`src/rtl/digit_scan_pkg.sv`:
```
// Shared types and constants for the VGA clock digit scanner and its lookup block.
// Slot map: H1 H0 : M1 M0 : S1 S0, with slot 0 leftmost.
package digit_scan_pkg;

  localparam logic [3:0] SYM_COLON = 4'd10;
  localparam logic [3:0] SYM_BLANK = 4'd11;
  localparam int         CRD_W     = 6;   // block-coordinate width shared with the lookup block
  localparam int         POS_W     = 11;  // pixel column / line counter width

  typedef enum logic [2:0] {
    F_S0, F_S1, F_M0, F_M1, F_H0, F_H1, F_COLON, F_NONE
  } slot_kind_e;

  function automatic slot_kind_e slot_kind(input logic [3:0] slot);
    slot_kind_e k;
    case (slot)
      4'd0:    k = F_H1;
      4'd1:    k = F_H0;
      4'd2:    k = F_COLON;
      4'd3:    k = F_M1;
      4'd4:    k = F_M0;
      4'd5:    k = F_COLON;
      4'd6:    k = F_S1;
      4'd7:    k = F_S0;
      default: k = F_NONE;
    endcase
    return k;
  endfunction

  function automatic logic [3:0] field_digit(input logic [23:0] d, input slot_kind_e k);
    logic [3:0] v;
    case (k)
      F_S0:    v = d[3:0];
      F_S1:    v = d[7:4];
      F_M0:    v = d[11:8];
      F_M1:    v = d[15:12];
      F_H0:    v = d[19:16];
      F_H1:    v = d[23:20];
      default: v = SYM_BLANK;
    endcase
    return v;
  endfunction

endpackage

```
`src/rtl/digit_scan_block_axis_counter.sv`:
```
// Sub-pixel counter feeding a block counter; one instance per screen axis.
// blk is the effective value for this cycle (already zero when clr is high).
module block_axis_counter
  import digit_scan_pkg::*;
#(
  parameter int SUB_MAX  = 4,
  parameter int BLK_LAST = 3
) (
  input  logic             clk,
  input  logic             reset,
  input  logic             clr,
  input  logic             adv,
  output logic [CRD_W-1:0] blk,
  output logic             tc
);

  localparam int SUB_W = $clog2(SUB_MAX + 1);

  logic [SUB_W-1:0] sub_q;
  logic [SUB_W-1:0] sub;
  logic [CRD_W-1:0] blk_q;
  logic             sub_last;
  logic             blk_last;

  assign sub      = clr ? '0 : sub_q;
  assign blk      = clr ? '0 : blk_q;
  assign sub_last = (sub == SUB_W'(SUB_MAX - 1));
  assign blk_last = (blk == CRD_W'(BLK_LAST));
  assign tc       = adv & sub_last & blk_last;

  always_ff @(posedge clk or negedge reset) begin
    if (!reset) begin
      sub_q <= '0;
      blk_q <= '0;
    end else if (adv) begin
      if (sub_last) begin
        sub_q <= '0;
        blk_q <= blk_last ? '0 : blk + 1'b1;
      end else begin
        sub_q <= sub + 1'b1;
        blk_q <= blk;
      end
    end else if (clr) begin
      sub_q <= '0;
      blk_q <= '0;
    end
  end

endmodule

```
`src/rtl/digit_scan.sv`:
```
// Turns the raw pixel stream into block coordinates and symbol codes for the digit lookup.
// Build option: define COLON_BLINK_EN to blank the colons whenever latched S0 is odd.
module digit_scan
  import digit_scan_pkg::*;
#(
  parameter int BLOCK_PX  = 4,
  parameter int FONT_W    = 3,
  parameter int FONT_H    = 5,
  parameter int NUM_SLOTS = 8,
  parameter int X_ORIGIN  = 8,
  parameter int Y_ORIGIN  = 16
) (
  input  logic             clk,
  input  logic             reset,
  input  logic             de,
  input  logic             frame_start,
  input  logic [23:0]      digits,
  output logic [CRD_W-1:0] x_block,
  output logic [CRD_W-1:0] y_block,
  output logic [3:0]       number,
  output logic             in_area,
  output logic             in_area_d
);

  localparam int V_END = Y_ORIGIN + FONT_H * BLOCK_PX;

  logic             de_q;
  logic [POS_W-1:0] hx_q;
  logic [POS_W-1:0] vy_q;
  logic [3:0]       slot_q;
  logic             frame_valid;
  logic [23:0]      dig_q;

  logic             de_rise;
  logic             de_fall;
  logic [POS_W-1:0] hx_cur;
  logic [3:0]       slot_cur;
  logic             h_in;
  logic             h_past;
  logic             h_adv;
  logic             h_tc;
  logic             v_in;
  logic             v_adv;
  logic             v_tc_unused;
  logic             area;
  logic [CRD_W-1:0] h_blk;
  logic [CRD_W-1:0] v_blk;
  logic [3:0]       colon_sym;
  logic [3:0]       digit;
  logic [3:0]       sym;
  slot_kind_e       kind;

  // A de rise restarts the line, so this pixel sees zeroed horizontal state.
  assign de_rise  = de & ~de_q;
  assign de_fall  = ~de & de_q;
  assign hx_cur   = de_rise ? '0 : hx_q;
  assign slot_cur = de_rise ? '0 : slot_q;
  assign h_in     = (slot_cur < 4'(NUM_SLOTS));
  assign h_past   = (hx_cur >= POS_W'(X_ORIGIN));
  assign h_adv    = de & h_in & h_past;
  assign v_in     = (vy_q >= POS_W'(Y_ORIGIN)) && (vy_q < POS_W'(V_END));
  assign v_adv    = de_fall & v_in & ~frame_start;
  assign area     = frame_valid & de & h_in & v_in & h_past;

  block_axis_counter #(.SUB_MAX(BLOCK_PX), .BLK_LAST(FONT_W)) u_h_axis (
    .clk   (clk),
    .reset (reset),
    .clr   (de_rise),
    .adv   (h_adv),
    .blk   (h_blk),
    .tc    (h_tc)
  );

  block_axis_counter #(.SUB_MAX(BLOCK_PX), .BLK_LAST(FONT_H - 1)) u_v_axis (
    .clk   (clk),
    .reset (reset),
    .clr   (frame_start),
    .adv   (v_adv),
    .blk   (v_blk),
    .tc    (v_tc_unused)
  );

`ifdef COLON_BLINK_EN
  assign colon_sym = dig_q[0] ? SYM_BLANK : SYM_COLON;
`else
  assign colon_sym = SYM_COLON;
`endif

  always_comb begin
    kind  = slot_kind(slot_cur);
    digit = field_digit(dig_q, kind);
    sym   = SYM_BLANK;
    if (kind == F_COLON) sym = colon_sym;
    else if (digit <= 4'd9) sym = digit;
  end

  // Counters saturate so an overlong line or frame never wraps back into the digit row.
  always_ff @(posedge clk or negedge reset) begin
    if (!reset) begin
      de_q        <= 1'b0;
      hx_q        <= '0;
      vy_q        <= '0;
      slot_q      <= '0;
      frame_valid <= 1'b0;
      dig_q       <= {6{SYM_BLANK}};
    end else begin
      de_q <= de;
      if (de) begin
        hx_q   <= (hx_cur == {POS_W{1'b1}}) ? hx_cur : hx_cur + 1'b1;
        slot_q <= slot_cur + {3'b000, h_tc};
      end
      if (frame_start) begin
        vy_q        <= '0;
        dig_q       <= digits;
        frame_valid <= 1'b1;
      end else if (de_fall && vy_q != {POS_W{1'b1}}) begin
        vy_q <= vy_q + 1'b1;
      end
    end
  end

  always_ff @(posedge clk or negedge reset) begin
    if (!reset) begin
      x_block   <= '0;
      y_block   <= '0;
      number    <= SYM_BLANK;
      in_area   <= 1'b0;
      in_area_d <= 1'b0;
    end else begin
      in_area   <= area;
      in_area_d <= in_area;
      if (area) begin
        x_block <= h_blk;
        y_block <= v_blk;
        number  <= sym;
      end else begin
        number  <= SYM_BLANK;
      end
    end
  end

endmodule
```
`config.mk`:
```
export PLATFORM = sky130hd
export DESIGN_NAME = digit_scan
export DESIGN_NICKNAME = d
export VERILOG_FILES = /design/src/rtl/digit_scan_pkg.sv /design/src/rtl/digit_scan_block_axis_counter.sv /design/src/rtl/digit_scan.sv
export SDC_FILE = /design/constraint.sdc
export NUM_CORES = 1
export LEC_CHECK = 0
export ABC_AREA = 1
export BUFFER_PORTS_ARGS = -buffer_cell sky130_fd_sc_hd__buf_2
export CAP_MARGIN = 20
export CORE_ASPECT_RATIO = 0.6
export CORE_UTILIZATION = 32
export CTS_CLUSTER_DIAMETER = 80
export DETAILED_ROUTE_END_ITERATION = 16
export HOLD_SLACK_MARGIN = 0.15
export SYNTH_ARGS = -nofsm -noshare
export SYNTH_HDL_FRONTEND = slang
export SYNTH_SLANG_ARGS = --single-unit
```
`constraint.sdc`:
```
create_clock -name clk -period 2.2 [get_ports clk]
set_input_delay 0.11 -clock clk [delete_from_list [all_inputs] [get_ports clk]]
set_output_delay 0.11 -clock clk [all_outputs]
set_load 0.01 [all_outputs]
```
==> results.md <==
* Count of input and output buffers at 45
* Setup repair after global routing missed its margin: true
* Final HPWL from detailed placement at 7250 um
* Biggest area contributors in the synthesized netlist: sky130_fd_sc_hd__dfrtp_1 37%, sky130_fd_sc_hd__nand2_1 13%, sky130_fd_sc_hd__dfstp_2 12%
* Layout cells sized above 1 at 0.220
* Tcrit/Tclk final at 0.959
* Worst Tran Pin Value at 568 ps
* Clock Tree Buf Depth at 2
* Wire length of the first global-routing pass at 17200 um
* Area of the die at 14500 um^2
* Number of nets still failing antenna checks after routing at 0
* Overflow after GRT at 0
* Clock tree from TritonCTS: yes
* Initial core utilization at 0.329
* Minimum setup slack among reg-to-reg paths at 90 ps
* Max Clock Freq at 474 MHz
* Number of search-and-repair iterations in the first detailed-routing pass at 5
* Number of DRC violations after detailed routing at 0
* Pin count of the biggest net entering global routing at 49
* Violation count after the first detailed-route iteration at 251
* Antenna diode instance count at 0
* Crit path max-delay cell type: sky130_fd_sc_hd__dfrtp_1
* Number of clock sinks at 88
* CP Launch Type: flip-flop
* Number of endpoints failing setup at the final stage at 0
* Run status: finished, final reports clean
* Width of the chip at 155 um
* Crit-path max cell delay at 380 ps
* Maximum net fanout on the critical path at 11
* Synth unique cells at 34
* Synthesis-to-layout area growth at 27.5%
* Number of antenna violations at the first check in global routing at 0
* Number of synthesized flops with an enable pin at 0
* Max Slew Vio Count at 0
* Share of synthesized area occupied by flip-flops and latches at 0.496
* Max cap viols at 0
* Standard cell core area at 13700 um^2
* Number of placed I/O pins at 46
* RR Startpoint: de_q$_DFF_PN0_
* Critical path origin: de_q$_DFF_PN0_
* Post-layout instance count excluding filler cells at 846
* Mean number of vias per cell at 4.47
* Combined area of all synthesized cells at 4490 um^2
* Number of hold violations in the final report at 0
* Worst IR Drop VDD at 0.000297 V
* Prevailing post-synth register cell: sky130_fd_sc_hd__dfrtp_1
* Worst EP required at 2470 ps
* Clock input transition at the sequential cells of the worst setup and hold paths at 60 ps
* Standby leakage power at 2.74 nW
* Post-layout minimum cycle time at 2110 ps
* Average wire length per cell after detail routing at 12.3 um
* Critical setup path kind: flip-flop to flip-flop
* Synth Net Count at 594
* Gp weighted congestion at 0.876
* Share of synthesized registers carrying an async set or reset at 1.00
* Clock root buffer: sky130_fd_sc_hd__clkbuf_16
* Worst slew margin at 0.621
* WL final at 10400 um
* CTS H-tree depth at 3
* Number of buffers created by CTS at 9
* Area leader, netlist: sky130_fd_sc_hd__dfrtp_1
* Final clock skew at 7.32 ps
* Post-synth top area share at 0.373
* Power density cells at 646 nW/um^2
* Average size of a mapped cell at 8.08 um^2
* Number of placement rows at 33
* Vias in the first global route at 3664
* Clk Latency, worst-skew pair at 340 ps
* Path category of the worst min-delay check: primary input to flip-flop
* Setup crit end kind: flip-flop
* Register bit count reported by yosys at 88
* DP Cell Count at 795
* Cell breakdown of the critical path: nor2_2, buf_12, nor2_1, ha_2, nand4_1, or2_1, inv_1, ha_2, nand3_4, nor2_4, a21oi_1, a21oi_1
* Cell count after synthesis at 556
* Number of warnings reported in the yosys synthesis log at 0
* Total via count after detailed routing at 3780
* Number of nets at the end of the flow at 687
* Layout Utilization at 0.419
* Global-route usage over all layers at 0.150
* Data arrival time of the critical path at 2380 ps
* Hold wc startpoint: frame_start
* Chip height at 93.8 um
-- registers in the layout (all words and copies together), names as in the netlist --
name,count
in_area,1
frame_valid,1
in_area_d,1
de_q,1
vy_q,11
number,4
u_h_axis.blk_q,6
hx_q,11
x_block,6
u_v_axis.blk_q,6
u_h_axis.sub_q,3
slot_q,4
dig_q,24
y_block,6
u_v_axis.sub_q,3
-- cells in the mapped netlist, types with 2 or more instances --
| master | number |
|---|---|
| sky130_fd_sc_hd__nor3_2 | 3 |
| sky130_fd_sc_hd__nor2_1 | 44 |
| sky130_fd_sc_hd__ha_1 | 10 |
| sky130_fd_sc_hd__o22ai_1 | 2 |
| sky130_fd_sc_hd__nor4_1 | 2 |
| sky130_fd_sc_hd__nand4_1 | 16 |
| sky130_fd_sc_hd__xnor2_1 | 6 |
| sky130_fd_sc_hd__xor2_1 | 12 |
| sky130_fd_sc_hd__buf_1 | 2 |
| sky130_fd_sc_hd__nor2_4 | 3 |
| sky130_fd_sc_hd__o211ai_1 | 2 |
| sky130_fd_sc_hd__o21ai_0 | 50 |
| sky130_fd_sc_hd__nand3_1 | 30 |
| sky130_fd_sc_hd__dfrtp_1 | 67 |
| sky130_fd_sc_hd__clkbuf_1 | 4 |
| sky130_fd_sc_hd__buf_2 | 4 |
| sky130_fd_sc_hd__inv_2 | 5 |
| sky130_fd_sc_hd__inv_1 | 76 |
| sky130_fd_sc_hd__dfstp_2 | 21 |
| sky130_fd_sc_hd__nand2_2 | 5 |
| sky130_fd_sc_hd__nor2_2 | 7 |
| sky130_fd_sc_hd__nor3_1 | 10 |
| sky130_fd_sc_hd__a21oi_1 | 8 |
| sky130_fd_sc_hd__buf_6 | 3 |
| sky130_fd_sc_hd__nand2_1 | 155 |
-- cell families (layout without fill, tap and decap cells) --
logic type,count (synthesis),in the layout,synth area share
buffers and inverters,95,193,0.0863
DFF,88,88,0.496
xor gates and xnor gates,18,18,0.0351
AOI/OAI and AO/OA,64,64,0.0744
and+or+nand+nor,281,281,0.280
adders and majority gates,10,10,0.0278
-- report_power, final --
| part | leakage, nW | internal [mW] | total [mW] | switching [mW] |
|---|---|---|---|---|
| logic | 1.46 | 0.144 | 0.354 | 0.209 |
| registers | 1.13 | 1.72 | 1.76 | 0.0420 |
| clock network | 0.149 | 0.945 | 1.59 | 0.644 |
-- through the flow --
| stage | TNS (ps) | total power, mW | hold slack [ps] | setup WS (ps) | instance area [um^2] |
|---|---|---|---|---|---|
| 2_1_floorplan | 0 | 1.95 | -186 | 145 | 4490 |
| 3_3_place_gp | 0 | 2.07 | 129 | 119 | 5020 |
| 3_5_place_dp | -95.9 | 2.08 | 142 | -95.9 | 5020 |
| 4_1_cts | 0 | 3.72 | 157 | 11.5 | 5620 |
| 5_1_grt | -27.2 | 3.86 | 192 | -27.2 | 5730 |
| 6_report | 0 | 3.70 | 149 | 90.6 | 5730 |
-- final timing paths --
path	cells after the start	to
setup / recovery	12	slot_q[3]$_DFFE_PN0P_
hold / removal	4	u_v_axis.sub_q[1]$_DFF_PN0_
setup reg to reg	12	slot_q[3]$_DFFE_PN0P_
hold reg to reg	0	in_area_d$_DFF_PN0_
max in group asynchronous	3	dig_q[19]$_DFFE_PN1P_
min in group asynchronous	2	hx_q[4]$_DFFE_PN0P_
-- critical path: cells and delay by family (launching register included) --
kind	cells	cell delay, ps
AO/OA/AOI/OAI	2	170
AND/OR/NAND/NOR	6	820
flip-flops	1	380
adder cells (fa/ha/maj)	2	440
buffers and inverters	2	220
-- cells in the final DEF (no fill, tap or decap), types with 2 or more instances in the layout --
| cell type | netlist | layout |
|---|---|---|
| sky130_fd_sc_hd__xor2_1 | 12 | 12 |
| sky130_fd_sc_hd__nor2_4 | 3 | 6 |
| sky130_fd_sc_hd__nand3_4 | 1 | 2 |
| sky130_fd_sc_hd__a21oi_1 | 8 | 7 |
| sky130_fd_sc_hd__o21ai_0 | 50 | 50 |
| sky130_fd_sc_hd__nand2_4 | 1 | 2 |
| sky130_fd_sc_hd__nor2_2 | 7 | 9 |
| sky130_fd_sc_hd__nand4_1 | 16 | 16 |
| sky130_fd_sc_hd__nand2_1 | 155 | 154 |
| sky130_fd_sc_hd__ha_2 | 0 | 2 |
| sky130_fd_sc_hd__ha_1 | 10 | 7 |
| sky130_fd_sc_hd__dfrtp_1 | 67 | 67 |
| sky130_fd_sc_hd__dfstp_2 | 21 | 21 |
| sky130_fd_sc_hd__nor3_1 | 10 | 10 |
| sky130_fd_sc_hd__o22ai_1 | 2 | 2 |
| sky130_fd_sc_hd__inv_2 | 5 | 6 |
| sky130_fd_sc_hd__o211ai_1 | 2 | 2 |
| sky130_fd_sc_hd__inv_1 | 76 | 75 |
| sky130_fd_sc_hd__clkbuf_8 | 0 | 2 |
| sky130_fd_sc_hd__clkbuf_16 | 0 | 9 |
| sky130_fd_sc_hd__nor2_1 | 44 | 39 |
| sky130_fd_sc_hd__nor3_2 | 3 | 3 |
| sky130_fd_sc_hd__nand3_1 | 30 | 29 |
| sky130_fd_sc_hd__buf_12 | 0 | 2 |
| sky130_fd_sc_hd__nor4_1 | 2 | 2 |
| sky130_fd_sc_hd__buf_2 | 4 | 44 |
| sky130_fd_sc_hd__xnor2_1 | 6 | 6 |
| sky130_fd_sc_hd__dlygate4sd3_1 | 0 | 27 |
| sky130_fd_sc_hd__nand2_2 | 5 | 5 |
| sky130_fd_sc_hd__buf_4 | 1 | 23 |
-- repair_timing --
action / CTS / global route
setup buffers: 1 / 7
resized for setup: 4 / 14
hold endpoints to repair: 67 / 0
setup endpoints to repair: 1 / 5
hold buffers: 27 / 0
pin swaps: 1 / 5
-- layout make-up --
class,instances,area (um^2)
fill,1342,7940
sequential,88,2230
multi-input combinational,373,1950
timing repair buffer,96,703
inverter,81,304
clock buffer,12,256
tap,192,240
clock inverter,4,51.3
-- metal layers --
| metal | GRT usage | up-vias | part of all wire |
|---|---|---|---|
| li1 | - | 1940 | - |
| met2 | 0.226 | 81 | 0.42 |
| met5 | 0 | - | 0 |
| met1 | 0.216 | 1748 | 0.52 |
| met4 | 0.0347 | 0 | 0.0088 |
| met3 | 0.0378 | 11 | 0.046 |
Note: power is estimated with default switching activity, not from simulation.
